$ cat src/rtl/add_round_key_pipe_if.sv
// Handshake bus for the AddRoundKey pipeline stage.
// Carries the input state/round and the registered result back out.
interface add_round_key_pipe_if #(
  parameter int unsigned WORD_W = 32
);
  logic                  in_valid;
  logic                  in_ready;
  logic [4*WORD_W-1:0]   in_state;
  logic [4:0]            in_round;
  logic                  out_valid;
  logic                  out_ready;
  logic [4*WORD_W-1:0]   out_state;
  logic [4:0]            out_round;
  logic                  out_err;

  modport master (
    output in_valid, in_state, in_round, out_ready,
    input  in_ready, out_valid, out_state, out_round, out_err
  );

  modport slave (
    input  in_valid, in_state, in_round, out_ready,
    output in_ready, out_valid, out_state, out_round, out_err
  );
endinterface

$ cat src/rtl/add_round_key_pipe.sv
// Registered AddRoundKey stage with a local round-key store and range check.
// Optional key-store zeroize sweep enabled by defining ARK_KEY_ZEROIZE_EN.
module add_round_key_pipe #(
  parameter int unsigned WORD_W     = 32,
  parameter int unsigned MAX_ROUNDS = 14,
  parameter int unsigned ADDR_W     = 6
) (
  input  logic              clk,
  input  logic              reset,
  input  logic              key_wr_en,
  input  logic [ADDR_W-1:0] key_wr_addr,
  input  logic [WORD_W-1:0] key_wr_data,
  input  logic [1:0]        key_size,
`ifdef ARK_KEY_ZEROIZE_EN
  input  logic              key_zeroize,
  output logic              zeroize_busy,
`endif
  add_round_key_pipe_if.slave bus
);
  localparam int unsigned DEPTH   = 4 * (MAX_ROUNDS + 1);
  localparam int unsigned STATE_W = 4 * WORD_W;
  localparam int unsigned IDX_W   = 7;

  logic [WORD_W-1:0]  keyMem [DEPTH];
  logic [3:0]         nrSel;
  logic               sizeBad;
  logic               roundErr;
  logic               accept;
  logic               wrInRange;
  logic               sweeping;
  logic [ADDR_W-1:0]  sweepIdx;
  logic [IDX_W-1:0]   baseIdx;
  logic [STATE_W-1:0] roundKey;

  logic               outValid;
  logic [STATE_W-1:0] outState;
  logic [4:0]         outRound;
  logic               outErr;

`ifdef ARK_KEY_ZEROIZE_EN
  typedef enum logic {Z_IDLE, Z_SWEEP} zState_t;
  zState_t zState;

  // Sweep clears one word per cycle from index 0; busy is high for DEPTH cycles.
  always_ff @(posedge clk or posedge reset) begin
    if (reset) begin
      zState       <= Z_IDLE;
      sweepIdx     <= '0;
      zeroize_busy <= 1'b0;
    end else begin
      case (zState)
        Z_IDLE: begin
          if (key_zeroize) begin
            zState       <= Z_SWEEP;
            sweepIdx     <= '0;
            zeroize_busy <= 1'b1;
          end
        end
        Z_SWEEP: begin
          if (sweepIdx == ADDR_W'(DEPTH - 1)) begin
            zState       <= Z_IDLE;
            zeroize_busy <= 1'b0;
          end else begin
            sweepIdx <= sweepIdx + ADDR_W'(1);
          end
        end
        default: begin
          zState       <= Z_IDLE;
          zeroize_busy <= 1'b0;
        end
      endcase
    end
  end

  assign sweeping = (zState == Z_SWEEP);
`else
  assign sweeping = 1'b0;
  assign sweepIdx = '0;
`endif

  // Decode Nr from key_size; code 3 is reserved and always flags an error.
  always_comb begin
    nrSel   = 4'd10;
    sizeBad = 1'b0;
    case (key_size)
      2'd0:    nrSel = 4'd10;
      2'd1:    nrSel = 4'd12;
      2'd2:    nrSel = 4'd14;
      default: sizeBad = 1'b1;
    endcase
  end

  assign roundErr = sizeBad
                 || (bus.in_round > 5'(nrSel))
                 || (32'(nrSel) > MAX_ROUNDS);

  assign baseIdx = {bus.in_round, 2'b00};

  // Gather w[4r..4r+3]; an errored round XORs with zero so the state passes through.
  always_comb begin
    roundKey = '0;
    if (!roundErr) begin
      for (int c = 0; c < 4; c++) begin
        for (int i = 0; i < int'(DEPTH); i++) begin
          if (baseIdx + IDX_W'(c) == IDX_W'(i)) begin
            roundKey[STATE_W-1-c*WORD_W -: WORD_W] = keyMem[i];
          end
        end
      end
    end
  end

  assign wrInRange = ({1'b0, key_wr_addr} < (ADDR_W+1)'(DEPTH));

  // Key store: reads see the pre-edge value, so a same-cycle write lands for the next accept.
  always_ff @(posedge clk or posedge reset) begin
    if (reset) begin
      for (int i = 0; i < int'(DEPTH); i++) begin
        keyMem[i] <= '0;
      end
    end else begin
      for (int i = 0; i < int'(DEPTH); i++) begin
        if (sweeping) begin
          if (sweepIdx == ADDR_W'(i)) begin
            keyMem[i] <= '0;
          end
        end else if (key_wr_en && wrInRange && key_wr_addr == ADDR_W'(i)) begin
          keyMem[i] <= key_wr_data;
        end
      end
    end
  end

  assign bus.in_ready = !sweeping && (!outValid || bus.out_ready);
  assign accept       = bus.in_valid && bus.in_ready;

  // Single output register slice; holds while stalled.
  always_ff @(posedge clk or posedge reset) begin
    if (reset) begin
      outValid <= 1'b0;
      outState <= '0;
      outRound <= '0;
      outErr   <= 1'b0;
    end else if (accept) begin
      outValid <= 1'b1;
      outState <= bus.in_state ^ roundKey;
      outRound <= bus.in_round;
      outErr   <= roundErr;
    end else if (bus.out_ready) begin
      outValid <= 1'b0;
    end
  end

  assign bus.out_valid = outValid;
  assign bus.out_state = outState;
  assign bus.out_round = outRound;
  assign bus.out_err   = outErr;
endmodule

$ cat src/flat_wrapper.sv
// flat-port wrapper written by rule: the top's interface ports become plain ports
module add_round_key_pipe_flat 
#(
  parameter int unsigned WORD_W     = 32,
  parameter int unsigned MAX_ROUNDS = 14,
  parameter int unsigned ADDR_W     = 6
)
  (clk, reset, key_wr_en, key_wr_addr, key_wr_data, key_size, bus_in_valid, bus_in_state, bus_in_round, bus_out_ready, bus_in_ready, bus_out_valid, bus_out_state, bus_out_round, bus_out_err);
  add_round_key_pipe_if #(.WORD_W(WORD_W)) bus_i ();
  input  logic clk;
  input  logic reset;
  input  logic key_wr_en;
  input  logic [ADDR_W-1:0] key_wr_addr;
  input  logic [WORD_W-1:0] key_wr_data;
  input  logic [1:0] key_size;
  input wire logic [$bits(bus_i.in_valid)-1:0] bus_in_valid;
  input wire logic [$bits(bus_i.in_state)-1:0] bus_in_state;
  input wire logic [$bits(bus_i.in_round)-1:0] bus_in_round;
  input wire logic [$bits(bus_i.out_ready)-1:0] bus_out_ready;
  output wire logic [$bits(bus_i.in_ready)-1:0] bus_in_ready;
  output wire logic [$bits(bus_i.out_valid)-1:0] bus_out_valid;
  output wire logic [$bits(bus_i.out_state)-1:0] bus_out_state;
  output wire logic [$bits(bus_i.out_round)-1:0] bus_out_round;
  output wire logic [$bits(bus_i.out_err)-1:0] bus_out_err;
  assign bus_i.in_valid = bus_in_valid;
  assign bus_i.in_state = bus_in_state;
  assign bus_i.in_round = bus_in_round;
  assign bus_i.out_ready = bus_out_ready;
  assign bus_in_ready = bus_i.in_ready;
  assign bus_out_valid = bus_i.out_valid;
  assign bus_out_state = bus_i.out_state;
  assign bus_out_round = bus_i.out_round;
  assign bus_out_err = bus_i.out_err;
  add_round_key_pipe #(.WORD_W(WORD_W), .MAX_ROUNDS(MAX_ROUNDS), .ADDR_W(ADDR_W)) u_core (.clk(clk), .reset(reset), .key_wr_en(key_wr_en), .key_wr_addr(key_wr_addr), .key_wr_data(key_wr_data), .key_size(key_size), .bus(bus_i));
endmodule
$ cat config.mk
export PLATFORM = sky130hd
export DESIGN_NAME = add_round_key_pipe_flat
export DESIGN_NICKNAME = d
export VERILOG_FILES = /design/src/rtl/add_round_key_pipe_if.sv /design/src/rtl/add_round_key_pipe.sv /design/src/flat_wrapper.sv
export SDC_FILE = /design/constraint.sdc
export NUM_CORES = 2
export LEC_CHECK = 0
export CORE_MARGIN = 2
export CORE_UTILIZATION = 50
export DETAILED_ROUTE_END_ITERATION = 8
export PLACE_DENSITY = 0.67
export SYNTH_ARGS = -nofsm -noshare
export SYNTH_HDL_FRONTEND = slang
export SYNTH_SLANG_ARGS = --single-unit
export TNS_END_PERCENT = 5
$ cat constraint.sdc
create_clock -name clk -period 111.8 [get_ports clk]
set_input_delay 22.36 -clock clk [delete_from_list [all_inputs] [get_ports clk]]
set_output_delay 22.36 -clock clk [all_outputs]
set_load 0.02 [all_outputs]
# Word-level counts from Yosys, hierarchy flattened
# Cells that the tools add are included.
# word_totals
regBits,2055
output_inout_bits,136
word_cells,597
in_bits,178
# op_classes
mux,200
bitwise,1
n_eq_ne,252
magnitude_cmp,3
n_reduce_logical,74
n_addsub,3
# ops
operator,count
32-bit 2-to-1 mux,195
7-bit by 6-bit == test with 1-bit output (second input constant),84
7-bit by 5-bit == test with 1-bit output (second input constant),48
6-bit == test (second input constant),28
7-bit by 4-bit == test with 1-bit output (second input constant),24
128-bit 2-to-1 mux,1
128-bit XOR,1
6-bit by 5-bit == test with 1-bit output (second input constant),16
7-bit by 3-bit == test with 1-bit output (second input constant),12
1-bit logical AND,62
6-bit by 4-bit == test with 1-bit output (second input constant),8
7-bit by 2-bit == test with 1-bit output (second input constant),6
5-bit by 4-bit == test with 1-bit output (second input constant),7
7-bit zero test,4
6-bit by 3-bit == test with 1-bit output (second input constant),4
7-bit by 1-bit == test with 1-bit output (second input constant),3
5-bit by 3-bit == test with 1-bit output (second input constant),4
7-bit by 2-bit adder with 7-bit output (second input constant),2
6-bit by 2-bit == test with 1-bit output (second input constant),2
5-bit by 2-bit == test with 1-bit output (second input constant),2
7-bit by 1-bit adder with 7-bit output (second input constant),1
6-bit by 1-bit == test with 1-bit output (second input constant),1
6-bit zero test,1
6-bit less-than comparator (second input constant),1
other kinds (12),16

# Depth between registers and ports, before layout
# logic_depth
ltp_word,64
depth_mapped,18

# Least setup slack after synthesis
# OpenSTA, ideal clock, no wires.
# synth_timing
path_type,input -> output
start,in bus_out_ready
end,out bus_in_ready
cell_stages,1
path_buffers,0
t_required_ps,89440
arrival_time_ps,22612
setup_slack_ps,66828
path_cell_list,nand2b_1
# synth_via
elab_chain_len,1
# synth_lines
item,line,rtl
"start, declared",flat_wrapper.sv:19,input wire logic [$bits(bus_i.out_ready)-1:0] bus_out_ready;
1-bit logical OR,add_round_key_pipe.sv:134,assign bus.in_ready = !sweeping && (!outValid || bus.out_ready);
"end, declared",flat_wrapper.sv:20,output wire logic [$bits(bus_i.in_ready)-1:0] bus_in_ready;
# Every way passes these cells.

# Worst setup path in the final report
# Same ends and word-level chain as after synthesis.

==> results.cfg <==
[outcome]
status = finished, violations left
failed_checks = slew limit

[logic_synthesis]
yosysWarnings = 0
synth_cell_type_count = 101
synth-xor-area-share_pct = 0.528
synth_edf_count = 0
synth-main-ff-cell = dfrtp_1
seq_area_frac_synth_pct = 53.5
synth_top_family_by_area = multiplexers
synthArstFlopShare_pct = 100
synthTopCellsByArea = dfrtp_1, mux2_2, a21oi_1
synth_fp_nets = 8096
syn_inst = 7914
synth_simple_gate_area_share_pct = 6.21
synth_area_leader_cell = dfrtp_1
synth_fa_ha_area_share_pct = 0.0521
syn_avg_cell_area_sq_um = 12.1
synth_mux_area_share_pct = 23.2
syn_area_sq_um = 96100
synth_compound_area_share_pct = 12.8
synth_top_area_share_pct = 53.5
ys_seq_elements = 2055

[finish]
instances_no_fill = 10500
n_fill_cell = 15600
drive_gt1_share_pct = 33.6
area_delta_synth_final_pct = 12.2
nNetsFinal = 8016
layout_common_cells = dfrtp_1, mux2_2, a21oi_1
final_common_cell = dfrtp_1
regArea_sq_um = 51400
multiInputGateArea_sq_um = 41700

[hold_path]
hold-path-endpoint = u_core.bus.out_state[101]
min_from = u_core.bus.out_state[101]
holdPathStages = 2
hold_path.class = flip-flop to flip-flop

[clocking]
htreeDepth = 4
cts-resized-gates = 0
cts_tree = done
cts_setup_buffers = 0
cts_buffer_depth = 3
cts_buffers = 205
hold_buffers = 0
clk_pin_slew_ns = 0.06
cts_sinks = 2055
clk-insertion-delay-late_ns = 0.89
root_buffer = clkbuf_16

[worst_setup_path]
worstRegToRegCells = 7
required_ns = 89.44
r2r_setup_slack_ns = 108.64
slowest_stage = clkdlybuf4s50_1
r2r_start = u_core.keyMem[1497]
worstSetupEndpointType = output port
worst_setup_path_start_kind = input port
cp.arrival_ns = 23.71
worstSetupPathType = input port to output port
path_max_fanout = 5
crit_path_cell_trace = clkdlybuf4s50_1 > nand2b_1 > clkdlybuf4s50_1
crit_path_frequent_cell = clkdlybuf4s50_1
worstReg2RegEnd = u_core.bus.out_state[89]
cp_slowest_stage_delay_ns = 0.67

[timing]
finalMaxSlewViolations = 1
hold_slack_ns = 0.479
fin_crit_sh_pct = 41.2
period_minus_slack_ns = 46.07
rsz0062_at_grt = false
clock_skew_ns = 0.0275
fin_ws_ns = 65.73
max_freq_mhz = 21.7
tightest_slew_ns = 1.58
tns_ns = 0
slew_headroom_pct = -5.60
hold_viol = 0
setup_viol = 0

[routing]
drc = 0
routedWlPerCell_microns = 35.8
drtPass1Iterations = 8
vias_per_cell = 7.04
drt-total-wl_mm = 377
detail_route.iter0.violations = 11300
via_count = 74100
final_antenna_net_count = 0

[die]
die_area_sq_um = 196000
die_y_microns = 442
ios = 314
rows = 160
core_sq_um = 191000
start_util_pct = 50.4
die_x_microns = 442

[placed_design]
portBuffers = 313
gp_congestion = 0.907
detailed_place_hpwl_mm = 218
dp_slack_ns = 65.72
dp_cells = 10100

[power_and_ir_drop]
p_leak_nw = 49.0
vdd_drop_max_uv = 18.4
power_per_cell_area_nw_per_um2 = 17.1
p_total_mw = 1.84

[global_routing]
antenna_found_initial = 31
grt_use_total_pct = 37.7
grt_pass1_wl_mm = 531
overflow = 0
grt_pass1_vias = 71900
grt_max_degree = 160

[run]
cap_violations = 0
-- cell type report --
class	count	area share, %
diodes	12	0.0278
well taps	2511	2.91
clock inverters	51	0.402
repair buffers	521	4.26
flip-flops and latches	2055	47.7
inverters	22	0.0882
clock buffers	323	5.94
multi-input cells	5029	38.7
-- synth_stat cells, types with 21 or more instances --
| library cell | count |
|---|---|
| nor3_1 | 71 |
| o211ai_1 | 28 |
| a22o_1 | 25 |
| or2_2 | 32 |
| o21ai_0 | 303 |
| nand2b_1 | 35 |
| or4_1 | 28 |
| clkbuf_1 | 451 |
| o2bb2ai_1 | 28 |
| o22ai_1 | 163 |
| nor2b_1 | 28 |
| buf_1 | 132 |
| buf_2 | 181 |
| or3_1 | 50 |
| o21ai_1 | 42 |
| a21oi_1 | 441 |
| xnor2_1 | 45 |
| a211oi_1 | 61 |
| mux2_2 | 1929 |
| a22oi_1 | 168 |
| nand3_1 | 117 |
| mux2i_1 | 55 |
| and3_1 | 40 |
| a31oi_1 | 76 |
| or3b_1 | 27 |
| a221oi_1 | 79 |
| buf_4 | 30 |
| o221ai_1 | 81 |
| nor2_1 | 237 |
| o21a_1 | 35 |
| nand2_1 | 319 |
| dfrtp_1 | 2055 |
| a222oi_1 | 37 |
| nor4_1 | 29 |
| a21o_1 | 29 |
| nand4_1 | 23 |
| o2111ai_1 | 23 |
| a32oi_1 | 27 |
| nand3b_1 | 21 |
-- sequential cells by signal (all words and copies together), names as in the netlist --
signal / count
u_core.keyMem: 1920
u_core.bus.out_state: 128
u_core.bus.out_round: 5
u_core.bus.out_err: 1
u_core.bus.out_valid: 1
-- worst max-delay path by stage --
| stage | start | slack, ns | end |
|---|---|---|---|
| floorplan | reset | 31.39 | u_core.bus.out_err |
| global placement | bus_out_ready | 65.73 | bus_in_ready |
| detailed placement | bus_out_ready | 65.72 | bus_in_ready |
| CTS | bus_out_ready | 65.72 | bus_in_ready |
| global route | bus_out_ready | 65.69 | bus_in_ready |
| finish | bus_out_ready | 65.73 | bus_in_ready |
-- power breakdown --
part / internal, mW / total (mW) / leakage, nW / switching, mW
logic: 0.111 / 0.246 / 18.4 / 0.135
clock network: 0.404 / 0.705 / 3.41 / 0.301
registers: 0.841 / 0.893 / 27.2 / 0.0523
total: 1.36 / 1.84 / 49.0 / 0.488
-- logic make-up (layout without fill, tap and decap cells) --
kind of cell,Yosys count,in the layout
adders and majority gates,4,4
muxes,1986,1986
other,0,12
xor gates and xnor gates,58,58
buffers and inverters,830,917
DFF,2055,2055
AOI/OAI and AO/OA,1835,1835
and+or+nand+nor,1146,1146
-- metrics by stage --
stage                     instance area (sq um)  util (%)
after floorplan                           96100         -
after global placement                   101000      53.0
final                                    108000      56.6
after detailed placement                 101000      53.0
after global routing                     108000      56.6
after CTS                                108000      56.6
-- routing by layer --
| layer | up-vias | global-route usage, % | part of all wire [%] |
|---|---|---|---|
| met2 | 5275 | 53.6 | 42 |
| met4 | 12 | 19.4 | 5.8 |
| li1 | 29100 | - | - |
| met1 | 38500 | 49.3 | 38 |
| met5 | - | 0 | 0.018 |
| met3 | 1173 | 15.2 | 15 |
-- critical path: cells and delay by family --
| kind | cells | cell delay [ns] |
|---|---|---|
| and+or+nand+nor | 1 | 0.24 |
| buffers and inverters | 2 | 1.11 |
Note: power is estimated with default switching activity, not from simulation.
